$ cat config.mk
export PLATFORM = sky130hd
export DESIGN_NAME = rv32m_div_unit
export DESIGN_NICKNAME = d
export VERILOG_FILES = /design/src/rtl/m_ext_pkg.sv /design/src/rtl/rv32m_div_step.sv /design/src/rtl/rv32m_div_unit.sv
export SDC_FILE = /design/constraint.sdc
export NUM_CORES = 1
export LEC_CHECK = 0
export ABC_AREA = 1
export BUFFER_PORTS_ARGS = -buffer_cell sky130_fd_sc_hd__buf_2
export CORE_UTILIZATION = 56
export DETAILED_ROUTE_END_ITERATION = 10
export PLACE_DENSITY_LB_ADDON = 0.05
export SETUP_SLACK_MARGIN = 0.4
export SYNTH_ARGS = -nofsm -noshare
export SYNTH_HDL_FRONTEND = slang
export SYNTH_SLANG_ARGS = --single-unit
$ cat constraint.sdc
create_clock -name clk -period 4.5 [get_ports clk]
set_input_delay 0.9 -clock clk [delete_from_list [all_inputs] [get_ports clk]]
set_output_delay 0.9 -clock clk [all_outputs]
set_load 0.005 [all_outputs]
$ cat src/rtl/m_ext_pkg.sv
// Shared definitions for the M-extension blocks: op encodings, divider FSM states, XLEN.
package m_ext_pkg;

  localparam int unsigned XLEN = 32;

  localparam logic [1:0] DIV_OP_DIV  = 2'b00;
  localparam logic [1:0] DIV_OP_DIVU = 2'b01;
  localparam logic [1:0] DIV_OP_REM  = 2'b10;
  localparam logic [1:0] DIV_OP_REMU = 2'b11;

  typedef enum logic [1:0] {
    DIV_IDLE = 2'b00,
    DIV_BUSY = 2'b01,
    DIV_DONE = 2'b10
  } div_state_e;

endpackage

$ cat src/rtl/rv32m_div_step.sv
// One restoring-division iteration: shift {r,q} left, trial-subtract |divisor|.
module rv32m_div_step #(
  parameter int unsigned XLEN = 32
) (
  input  logic [XLEN-1:0] r_i,
  input  logic [XLEN-1:0] q_i,
  input  logic [XLEN-1:0] d_i,
  output logic [XLEN-1:0] r_o,
  output logic [XLEN-1:0] q_o
);

  logic [XLEN:0] r_sh;
  logic          ge;

  // Shifted remainder kept at XLEN+1 bits so the compare/subtract never truncates.
  always_comb begin
    r_sh = {r_i, q_i[XLEN-1]};
    ge   = (r_sh >= {1'b0, d_i});
    r_o  = ge ? XLEN'(r_sh - {1'b0, d_i}) : r_sh[XLEN-1:0];
    q_o  = {q_i[XLEN-2:0], ge};
  end

endmodule

$ cat src/rtl/rv32m_div_unit.sv
// Iterative radix-2 divider for DIV/DIVU/REM/REMU; one restoring step per cycle.
module rv32m_div_unit
  import m_ext_pkg::*;
#(
  parameter int unsigned XLEN = m_ext_pkg::XLEN
) (
  input  logic            clk,
  input  logic            rst,
  input  logic            div_start,
  input  logic [1:0]      div_op,
  input  logic [XLEN-1:0] div_dividend,
  input  logic [XLEN-1:0] div_divisor,
  input  logic            div_flush,
  output logic            div_ready,
  output logic [XLEN-1:0] div_result,
  output logic            div_busy
);

  localparam int unsigned CW = $clog2(XLEN) + 1;

  div_state_e      state_q, state_d;
  logic [1:0]      op_q, op_d;
  logic [XLEN-1:0] r_q, r_d;
  logic [XLEN-1:0] q_q, q_d;
  logic [XLEN-1:0] dvs_q, dvs_d;
  logic            signed_q, signed_d;
  logic            q_neg_q, q_neg_d;
  logic            r_neg_q, r_neg_d;
  logic [CW-1:0]   cnt_q, cnt_d;
  logic [XLEN-1:0] result_q, result_d;

  logic            is_signed, a_neg, b_neg, ovf;
  logic [XLEN-1:0] a_abs, b_abs, step_r, step_q, q_fin, r_fin, done_val;

  rv32m_div_step #(
    .XLEN(XLEN)
  ) u_step (
    .r_i(r_q),
    .q_i(q_q),
    .d_i(dvs_q),
    .r_o(step_r),
    .q_o(step_q)
  );

  // Operand conditioning, sign fix-up of the final result and output decode.
  always_comb begin
    is_signed  = ~div_op[0];
    a_neg      = is_signed & div_dividend[XLEN-1];
    b_neg      = is_signed & div_divisor[XLEN-1];
    a_abs      = a_neg ? (~div_dividend + 1'b1) : div_dividend;
    b_abs      = b_neg ? (~div_divisor + 1'b1) : div_divisor;
    ovf        = is_signed && (div_dividend == {1'b1, {(XLEN-1){1'b0}}}) && (&div_divisor);
    q_fin      = (signed_q && q_neg_q) ? (~q_q + 1'b1) : q_q;
    r_fin      = (signed_q && r_neg_q) ? (~r_q + 1'b1) : r_q;
    done_val   = op_q[1] ? r_fin : q_fin;
    // A flush in the DONE cycle suppresses the pulse and leaves the result untouched.
    div_ready  = (state_q == DIV_DONE) && !div_flush;
    div_result = div_ready ? done_val : result_q;
    div_busy   = (state_q != DIV_IDLE);
  end

  // Next-state logic: acceptance and fast paths, iteration, completion, flush.
  always_comb begin
    state_d  = state_q;
    op_d     = op_q;
    r_d      = r_q;
    q_d      = q_q;
    dvs_d    = dvs_q;
    signed_d = signed_q;
    q_neg_d  = q_neg_q;
    r_neg_d  = r_neg_q;
    cnt_d    = cnt_q;
    result_d = result_q;
    if (div_flush) begin
      state_d = DIV_IDLE;
    end else begin
      unique case (state_q)
        DIV_IDLE: begin
          if (div_start) begin
            op_d     = div_op;
            cnt_d    = '0;
            q_neg_d  = 1'b0;
            r_neg_d  = 1'b0;
            signed_d = 1'b0;
            state_d  = DIV_DONE;
            if (div_divisor == '0) begin
              q_d = '1;
              r_d = div_dividend;
            end else if (ovf) begin
              q_d = {1'b1, {(XLEN-1){1'b0}}};
              r_d = '0;
            end else begin
              // The dividend magnitude is shifted out of q into r bit by bit.
              q_d      = a_abs;
              r_d      = '0;
              dvs_d    = b_abs;
              signed_d = is_signed;
              q_neg_d  = a_neg ^ b_neg;
              r_neg_d  = a_neg;
              state_d  = DIV_BUSY;
            end
          end
        end
        DIV_BUSY: begin
          r_d   = step_r;
          q_d   = step_q;
          cnt_d = cnt_q + 1'b1;
          if (cnt_q == CW'(XLEN - 1)) begin
            state_d = DIV_DONE;
          end
        end
        DIV_DONE: begin
          result_d = done_val;
          state_d  = DIV_IDLE;
        end
        default: state_d = DIV_IDLE;
      endcase
    end
  end

  // State and datapath registers.
  always_ff @(posedge clk or posedge rst) begin
    if (rst) begin
      state_q  <= DIV_IDLE;
      op_q     <= '0;
      r_q      <= '0;
      q_q      <= '0;
      dvs_q    <= '0;
      signed_q <= 1'b0;
      q_neg_q  <= 1'b0;
      r_neg_q  <= 1'b0;
      cnt_q    <= '0;
      result_q <= '0;
    end else begin
      state_q  <= state_d;
      op_q     <= op_d;
      r_q      <= r_d;
      q_q      <= q_d;
      dvs_q    <= dvs_d;
      signed_q <= signed_d;
      q_neg_q  <= q_neg_d;
      r_neg_q  <= r_neg_d;
      cnt_q    <= cnt_d;
      result_q <= result_d;
    end
  end

endmodule
Word level (Yosys, flattened, before mapping)
Cells that the tools add are included.
{ "totals": {"register_bits": 141, "in_bits": 70, "output_inout_bits": 34, "wordCells": 79} }
{ "op_classes": {"reduce_logical": 16, "mux": 28, "addsub": 6, "n_eq_ne": 7, "bitwise_logic": 11, "order_cmp": 1} }
{ "op_table": {"columns": ["operator", "n"], "rows": [
  ["two-way mux 32 bit", 12],
  ["adder 32 x 1 -> 32 bit (second input constant)", 4],
  ["NOT 32 bit", 4],
  ["case mux 32 bit (2 select lines)", 2],
  [">= comparator 33 x 32 -> 1 bit", 1],
  ["equality test 32 bit (second input constant)", 1],
  ["zero test 32 bit", 1],
  ["AND reduction 32 bit", 1],
  ["subtractor 32 bit", 1],
  ["case mux 6 bit (2 select lines)", 1],
  ["two-way mux 2 bit", 5],
  ["adder 6 x 1 -> 6 bit (second input constant)", 1],
  ["equality test 6 x 5 -> 1 bit (second input constant)", 1],
  ["two-way mux 1 bit", 6],
  ["two-way mux 6 bit", 1],
  ["!= test 3 bit (second input constant)", 2],
  ["AND reduction 3 bit", 2],
  ["logical AND 1 bit", 5],
  ["AND reduction 5 bit", 1],
  ["NOT 1 bit", 4],
  ["case mux 2 bit (2 select lines)", 1],
  ["AND reduction 2 bit", 2],
  ["nonzero test 2 bit", 2],
  ["AND 1 bit", 2],
  ["6 further kinds", 6]
]} }

Longest topological paths before layout
Gate-level depths: netlist of the first run.
{ "logic_depth": {"word_depth": 8, "depth_mapped": 17, "ltp_nobuf": 16} }

Cells and area by module
Synthesis of the first run repeated with hierarchy kept, for this count alone.
{ "hier_totals": {"cells_unflattened": 2365, "area_unflattened_um2": 13983.4} }
{ "by_module_without_submodules": {"columns": ["mod", "seq_area_each_um2", "cells_per_inst", "n_inst", "area_each_um2"], "rows": [
  ["rv32m_div_unit", 3503.4, 1683, 1, 10553.9],
  ["rv32m_div_step", 0.0, 682, 1, 3429.5]
]} }

Worst setup path before layout of the first run
OpenSTA, ideal clock, no wires.
{ "synth_timing": {"path_kind": "input-to-output", "start": "in div_flush", "end": "out div_result[10]", "setup_slack_ns": 1.769, "n_path_buf": 1, "cell_stages": 4, "t_arrival_ns": 1.831, "required_time_ns": 3.600, "path_cell_list": "nor3_1 clkbuf_1 nor2_1 a31oi_1"} }
{ "synth_between": {"elab_chain_len": 3} }
{ "synth_rtl": {"columns": ["element", "line_no", "rtl"], "rows": [
  ["from (decl)", "rv32m_div_unit.sv:13", "input logic div_flush,"],
  ["zero test 1 bit", "rv32m_div_unit.sv:57", "div_ready = (state_q == DIV_DONE) && !div_flush;"],
  ["logical AND 1 bit", "rv32m_div_unit.sv:57", null],
  ["two-way mux 32 bit", "rv32m_div_unit.sv:58", "div_result = div_ready ? done_val : result_q;"],
  ["to (decl)", "rv32m_div_unit.sv:15", "output logic [XLEN-1:0] div_result,"]
]} }
Every way passes these cells.

Worst setup path after layout of the first run
{ "layout_timing": {"start": "reg r_q[0]", "end": "out div_result[24]"} }
{ "layout_between": {"elab_chain_len": 5} }
{ "layout_rtl": {"columns": ["element", "line_no", "rtl"], "rows": [
  ["from (decl)", "rv32m_div_unit.sv:23", "logic [XLEN-1:0] r_q, r_d;"],
  ["from (signal assigned)", "rv32m_div_unit.sv:137", "r_q <= r_d;"],
  ["NOT 32 bit", "rv32m_div_unit.sv:54", "r_fin = (signed_q && r_neg_q) ? (~r_q + 1'b1) : r_q;"],
  ["adder 32 x 1 -> 32 bit", "rv32m_div_unit.sv:54", null],
  ["two-way mux 32 bit", "rv32m_div_unit.sv:54", null],
  ["two-way mux 32 bit", "rv32m_div_unit.sv:55", "done_val = op_q[1] ? r_fin : q_fin;"],
  ["two-way mux 32 bit", "rv32m_div_unit.sv:58", null]
]} }
Every way passes these cells.

==> results of run 1 <==
-- metal layers --
metal / up-vias / GRT usage
li1: 7255 / -
met1: 6838 / 0.5699
met2: 864 / 0.5917
met3: 118 / 0.09106
met4: 0 / 0.1617
met5: - / 0
-- cells in the final DEF (no fill, tap or decap), drive strengths merged, types with 8 or more instances in the layout --
| cell | Yosys | final |
|---|---|---|
| nand2 | 644 | 644 |
| nor2 | 335 | 335 |
| inv | 318 | 325 |
| nand3 | 249 | 249 |
| dfrtp | 140 | 140 |
| o21ai | 139 | 139 |
| buf | 30 | 120 |
| a21oi | 114 | 114 |
| ha | 38 | 38 |
| xor2 | 29 | 29 |
| nor3 | 28 | 28 |
| nand4 | 27 | 27 |
| a31oi | 18 | 18 |
| clkbuf | 40 | 18 |
| xnor2 | 17 | 17 |
| o22ai | 11 | 11 |
| nor4 | 9 | 9 |
| o211ai | 8 | 8 |
-- path summary, 6_finish.rpt --
check,start,endpoint,cells past startpoint
min in group clk,result_q[29]$_DFFE_PP0P_,result_q[29]$_DFFE_PP0P_,2
hold reg to reg,result_q[29]$_DFFE_PP0P_,result_q[29]$_DFFE_PP0P_,2
setup reg to reg,r_q[19]$_DFFE_PP0P_,r_q[27]$_DFFE_PP0P_,15
setup / recovery,r_q[0]$_DFFE_PP0P_,div_result[24],13
max in group asynchronous,rst,q_q[12]$_DFFE_PP0P_,3
hold / removal,rst,r_q[2]$_DFFE_PP0P_,2
-- registers in the layout, indices dropped and copies added (netlist names) --
register / cells
state_q: 2
op_q: 1
r_q: 32
dvs_q: 32
result_q: 32
q_q: 32
r_neg_q: 1
q_neg_q: 1
signed_q: 1
cnt_q: 6
-- layout make-up --
type / count / share of cell area
sequential: 140 / 0.2427
clock inverter: 14 / 0.008668
tap: 313 / 0.02713
timing repair buffer: 120 / 0.04629
clock buffer: 18 / 0.03042
multi-input combinational: 1694 / 0.5603
inverter: 323 / 0.08451
-- logic make-up (layout without fill, tap and decap cells) --
logic type	after synthesis	after routing	synth area share
AND/OR/NAND/NOR	1308	1308	0.4244
buffers and inverters	393	475	0.1158
XOR/XNOR	46	46	0.03082
flip-flops	140	140	0.2680
adder cells (fa/ha/maj)	39	39	0.03791
AO/OA/AOI/OAI	301	301	0.1230
-- report_power, final --
| part | internal [mW] | switching, mW | leakage, nW | total [mW] |
|---|---|---|---|---|
| Combinational | 1.50 | 3.06 | 5.49 | 4.56 |
| Clock | 0.741 | 0.626 | 0.272 | 1.37 |
| Sequential | 1.67 | 0.418 | 1.70 | 2.09 |
| Total | 3.91 | 4.10 | 7.46 | 8.01 |
-- worst max-delay path, delay by kind of cell, from the launching register on --
kind | cells | cell delay (ns)
fa+ha+maj | 1 | 0.19
buf+inv | 3 | 0.30
flops | 1 | 0.46
compound gates | 2 | 0.46
simple gates | 7 | 1.13
-- repair_timing --
action,4_1_cts,5_1_grt
resized for setup,0,2
endpoints found under the setup margin,0,1
hold endpoints to repair,0,0
==> flow_summary.json, run 1 <==
{
  "clk_latency_ns": 0.44,
  "cts-htree-levels": 4,
  "synth-main-ff-cell": "dfrtp_1",
  "post-place-cells": 2590,
  "met2RoutedLength_um": 19520,
  "power_density_nw_per_um2": 555.2,
  "synth_most_common_cell": "nand2_1",
  "first_iter_violations": 1880,
  "timing.critical_path.to_type": "primary output",
  "cts_buffers": 17,
  "fin_worst_hold_slack_ns": 0.4390,
  "drt-met1-wl_um": 20740,
  "fraction_of_registers_with_async_set_reset": 1.000,
  "placement.io_buffers": 103,
  "final_critical_path_setup_slack_ns": 0.6307,
  "synthesis.area_sq_um": 13070,
  "timing.critical_path.fanout_max": 5,
  "tns_ns": 0,
  "cpPeakStageDelay_ns": 0.46,
  "cts_buffer_depth": 2,
  "crit_path_frequent_cell": "nand2_1",
  "floorplan.die_area_sq_um": 23960,
  "place_area_sq_um": 13860,
  "worstPathRequired_ns": 3.60,
  "slowest_cell_on_the_critical_path": "dfrtp_1",
  "netlist_instances": 2227,
  "pin_count_of_the_biggest_net_entering_global_routing": 100,
  "track_usage": 0.4026,
  "layout.filler_cells": 2260,
  "design_power_total_mw": 8.014,
  "dr_wl_met3_um": 5411,
  "highest_layer": "met4",
  "cts.clk_slew.worst_paths_ns": 0.07,
  "worst_clock_skew_ns": 0.01332,
  "ant_nets": 0,
  "route.final.wire_length_um": 47510,
  "final_layout_size_suffix_gt1_frac": 0.08878,
  "worst_path_cell_chain": "inv_1 -> ha_1 -> nand3_1 -> nor3_1 -> nand3_1 -> nand2_1 -> inv_1 -> o21ai_0 -> nand2_1 -> o21ai_0 -> nand2_1 -> nand2_1 -> buf_2",
  "sequential_cell_area_sq_um": 3503,
  "total_non_filler_cell_area_in_the_finished_layout_sq_um": 14440,
  "initial_core_util": 0.5739,
  "cts_root_buffer": "clkbuf_16",
  "worstPathArrival_ns": 2.97,
  "setup_repair_after_global_routing_missed_its_margin": "no",
  "top_area_cells_in_the_synthesized_netlist": "dfrtp_1 27%, nand2_1 18%, nor2_1 9.4%, nand3_1 9.2%, inv_1 9.0%",
  "io-pin-count": 104,
  "die_y_um": 154.8,
  "layout.nets": 2405,
  "routed-via-count": 15080,
  "p_leak_nw": 7.463,
  "relSlewSlack": 0.2208,
  "grt_first_pass_wirelength_um": 73550,
  "dpl_worst_slack_ns": 1.110,
  "average_cell_area_after_synthesis_sq_um": 5.869,
  "cts.sink_count": 140,
  "postSynthNetCount": 2336,
  "ys_top_cells_by_count": "639 x nand2_1, 327 x nor2_1, 314 x inv_1",
  "top_cell_type_s_share_of_synthesized_area": 0.2680,
  "multiInputGateArea_sq_um": 8088,
  "ys_seq_elements": 140,
  "synth-seq-area-share": 0.2680,
  "grt_antenna_before_repair": 0,
  "cts_hold_buf": 0,
  "rows": 55,
  "worst_ir_drop_vdd_v": 0.0004013,
  "setup_viol_count_final": 0,
  "cts_setup_buffers": 0,
  "post-route-period-util": 0.8598,
  "first_global_vias": 13540,
  "final_cells": 2622,
  "fin_util": 0.6337,
  "finalWorstPathRequiredPeriod_ns": 3.869,
  "timing_worst_setup_path_type": "flip-flop to primary output",
  "synth_cell_type_count": 44,
  "globalRoute.totalOverflow": 0,
  "hpwlAfterDp_um": 37640,
  "post-synth-top-area-cell": "dfrtp_1",
  "result_of_the_run": "finished, final reports clean",
  "critical_path.startpoint_type": "flip-flop",
  "wire_per_inst_um": 18.12,
  "worst_hold_path_type": "primary input to async pin",
  "yosysWarningCount": 0,
  "synth_edf_count": 0,
  "die_width_um": 154.8,
  "reg2reg_setup_slack_ns": 1.18,
  "drt_drc_violations_left": 0,
  "drv_cap": 0,
  "via_density_per_instance": 5.749,
  "timing_worst_slew_pin_value_ns": 1.169,
  "timing_hold_violations_final": 0,
  "drt-pass1-iter-count": 6,
  "max_fclk_mhz": 258.4,
  "area_growth_pct": 10.43,
  "tritoncts_clock_tree": "yes",
  "antenna_cells": 0,
  "gpl.final_weighted_congestion": 1.004,
  "core_region_area_sq_um": 22780,
  "timing.final.max_slew_violations": 0
}
Note: power is estimated with default switching activity, not from simulation.
==> run 2: changes to the inputs <==
--- a/config.mk
+++ b/config.mk
@@ -12,2 +12,3 @@
 export PLACE_DENSITY_LB_ADDON = 0.05
+export REMOVE_ABC_BUFFERS = 1
 export SETUP_SLACK_MARGIN = 0.4
==> constraint.sdc (replaced) <==
create_clock -name clk -period 4.5 [get_ports clk]
set_input_delay 0 -clock clk [delete_from_list [all_inputs] [get_ports clk]]
set_output_delay 0 -clock clk [all_outputs]
set_load 0.005 [all_outputs]
==> run 2 against run 1 <==
Effect of this change: fmax is 17% higher; core utilization rose by 1.3 points; clock skew is 0.00057 ns lower; sequential power is 2% lower; setup slack gained 0.57 ns; register-to-register slack better by 0.22 ns.
==> flow_summary.json, run 2 (synthesis results as in run 1) <==
{
  "hpwlAfterDp_um": 37370,
  "drt_drc_violations_left": 0,
  "cts_root_buffer": "clkbuf_16",
  "worst_clock_skew_ns": 0.01275,
  "clk_latency_ns": 0.44,
  "share_seq_of_total_power": 0.252,
  "placement.io_buffers": 103,
  "core_region_area_sq_um": 22780,
  "switching_fraction": 0.5073,
  "io-pin-count": 104,
  "cts.clk_slew.worst_paths_ns": 0.07,
  "multiInputGateArea_sq_um": 8085,
  "layout.cells.most_common_list": "639 x nand2_1, 325 x nor2_1, 312 x inv_1",
  "sequential_cell_area_sq_um": 3503,
  "setup_viol_count_final": 0,
  "timing.critical_path.to_type": "primary output",
  "die_width_um": 154.8,
  "drv_cap": 0,
  "cts_buffer_depth": 2,
  "pin_count_of_the_biggest_net_entering_global_routing": 104,
  "via_density_per_instance": 5.873,
  "critical_path.startpoint_type": "flip-flop",
  "worstReg2RegEnd": "r_q[27]$_DFFE_PP0P_",
  "layout.nets": 2434,
  "rr_startpoint": "r_q[16]$_DFFE_PP0P_",
  "switching_power_mw": 4.145,
  "power.share.clock": 0.182,
  "final_cells": 2650,
  "final_layout_size_suffix_gt1_frac": 0.08644,
  "worst_hold_path_type": "primary input to flip-flop",
  "p_leak_nw": 7.593,
  "first_global_vias": 14160,
  "crit_path_end": "div_result[25]",
  "reg2regPathDepth": 13,
  "fin_util": 0.6465,
  "critPathLaunch": "signed_q$_DFFE_PP0P_",
  "globalRoute.totalOverflow": 0,
  "ant_nets": 0,
  "timing_hold_violations_final": 0,
  "die_y_um": 154.8,
  "rows": 55,
  "finalWorstPathRequiredPeriod_ns": 3.297,
  "timing_worst_slew_pin_value_ns": 1.015,
  "routed-via-count": 15560,
  "crit_path_frequent_cell": "nand2_1",
  "final_common_cell": "nand2_1",
  "route.final.wire_length_um": 49000,
  "worst_path_cell_chain": "nand2_1 -> clkinv_1 -> buf_4 -> o21ai_1 -> a21oi_1 -> o21ai_0 -> nand2_1 -> nand2_1 -> nand2_1 -> buf_2",
  "power_density_nw_per_um2": 554.8,
  "max_fclk_mhz": 303.3,
  "drt-pass1-iter-count": 6,
  "track_usage": 0.4120,
  "layout.filler_cells": 2190,
  "cpPeakStageDelay_ns": 0.65,
  "post-place-cells": 2590,
  "area_growth_pct": 12.66,
  "antenna_cells": 0,
  "relSlewSlack": 0.3232,
  "result_of_the_run": "finished, final reports clean",
  "place_area_sq_um": 13840,
  "worstPathArrival_ns": 3.30,
  "slowest_cell_on_the_critical_path": "nand2_1",
  "cts-htree-levels": 4,
  "total_non_filler_cell_area_in_the_finished_layout_sq_um": 14730,
  "setup_repair_after_global_routing_missed_its_margin": "no",
  "cts_buffers": 17,
  "worstPathRequired_ns": 4.50,
  "cts.sink_count": 140,
  "power.share.combinational": 0.567,
  "floorplan.die_area_sq_um": 23960,
  "post-route-period-util": 0.7328,
  "timing.critical_path.fanout_max": 21,
  "timing.final.max_slew_violations": 0,
  "tritoncts_clock_tree": "yes",
  "cellInternalPower_mw": 4.025,
  "initial_core_util": 0.5739,
  "wire_per_inst_um": 18.49,
  "worst_ir_drop_vdd_v": 0.0002633,
  "first_iter_violations": 2020,
  "design_power_total_mw": 8.170,
  "grt_antenna_before_repair": 0,
  "timing_worst_setup_path_type": "flip-flop to primary output",
  "gpl.final_weighted_congestion": 1.013,
  "grt_first_pass_wirelength_um": 75680,
  "worst_hold_startpoint": "div_divisor[22]",
  "reg2reg_setup_slack_ns": 1.40
}
run 2: changes by cell type in the layout (fill, tap and decap cells not counted):
cell,delta
nand2_2,-1
buf_4,+2
clkinv_4,+2
clkinvlp_4,-3
buf_12,-2
nand2_1,+1
clkinv_2,-1
dlygate4sd3_1,+29
clkinv_1,+1
inv_8,-3
bufinv_16,+2
inv_6,+1
run 2: layout make-up:
cell class,count,area share
clock buffer,18,0.02982
clock inverter,13,0.01062
multi-input combinational,1694,0.5490
timing repair buffer,149,0.06338
sequential,140,0.2379
tap,313,0.02659
inverter,323,0.08267
run 2: metrics by stage:
step | TNS, ns | worst slack (ns) | hold WS [ns]
2_1_floorplan | -4.632 | -0.2126 | 0.1117
3_3_place_gp | 0 | 1.532 | 0.2170
3_5_place_dp | 0 | 1.485 | 0.2251
4_1_cts | 0 | 1.356 | 0.009539
5_1_grt | 0 | 1.093 | 0.03296
6_report | 0 | 1.203 | 0.01256
run 2: worst max-delay path: cells and delay by family, from the launching register on:
kind / cells / cell delay [ns]
buffers and inverters: 3 / 0.94
AOI/OAI and AO/OA: 3 / 0.64
and+or+nand+nor: 4 / 0.87
DFF: 1 / 0.39
run 2: layer usage:
layer | share of wire | GRT usage | vias to the layer above
li1 | - | - | 7315
met4 | 0.053 | 0.2079 | 0
met2 | 0.44 | 0.6436 | 991
met1 | 0.40 | 0.5346 | 7098
met3 | 0.11 | 0.09414 | 159
met5 | 0 | 0 | -
run 2: worst min-delay path by stage:
stage / slack, ns / to / depth (start not counted)
final: 0.01 / dvs_q[22]$_DFFE_PP0P_ / 5
after global routing: 0.03 / q_q[2]$_DFFE_PP0P_ / 4
after CTS: 0.01 / q_q[4]$_DFFE_PP0P_ / 4
after detailed placement: 0.23 / op_q[1]$_DFFE_PP0P_ / 3
after global placement: 0.22 / op_q[1]$_DFFE_PP0P_ / 3
after floorplan: 0.11 / signed_q$_DFFE_PP0P_ / 1
run 2: power by group through the flow:
stage               Combinational [mW]  Sequential, mW  Clock, mW
finish                            4.63            2.05       1.48
global route                      5.13            2.09       1.52
CTS                               4.48            2.03       1.49
detailed placement                4.43            2.05          0
global placement                  4.39            2.03          0
floorplan                         3.09            1.93          0
run 2: repair_timing:
action / in CTS / in global routing
gates resized for setup: 0 / 0
hold endpoints to repair: 130 / 0
setup buffers: 0 / 0
hold buffers: 29 / 0
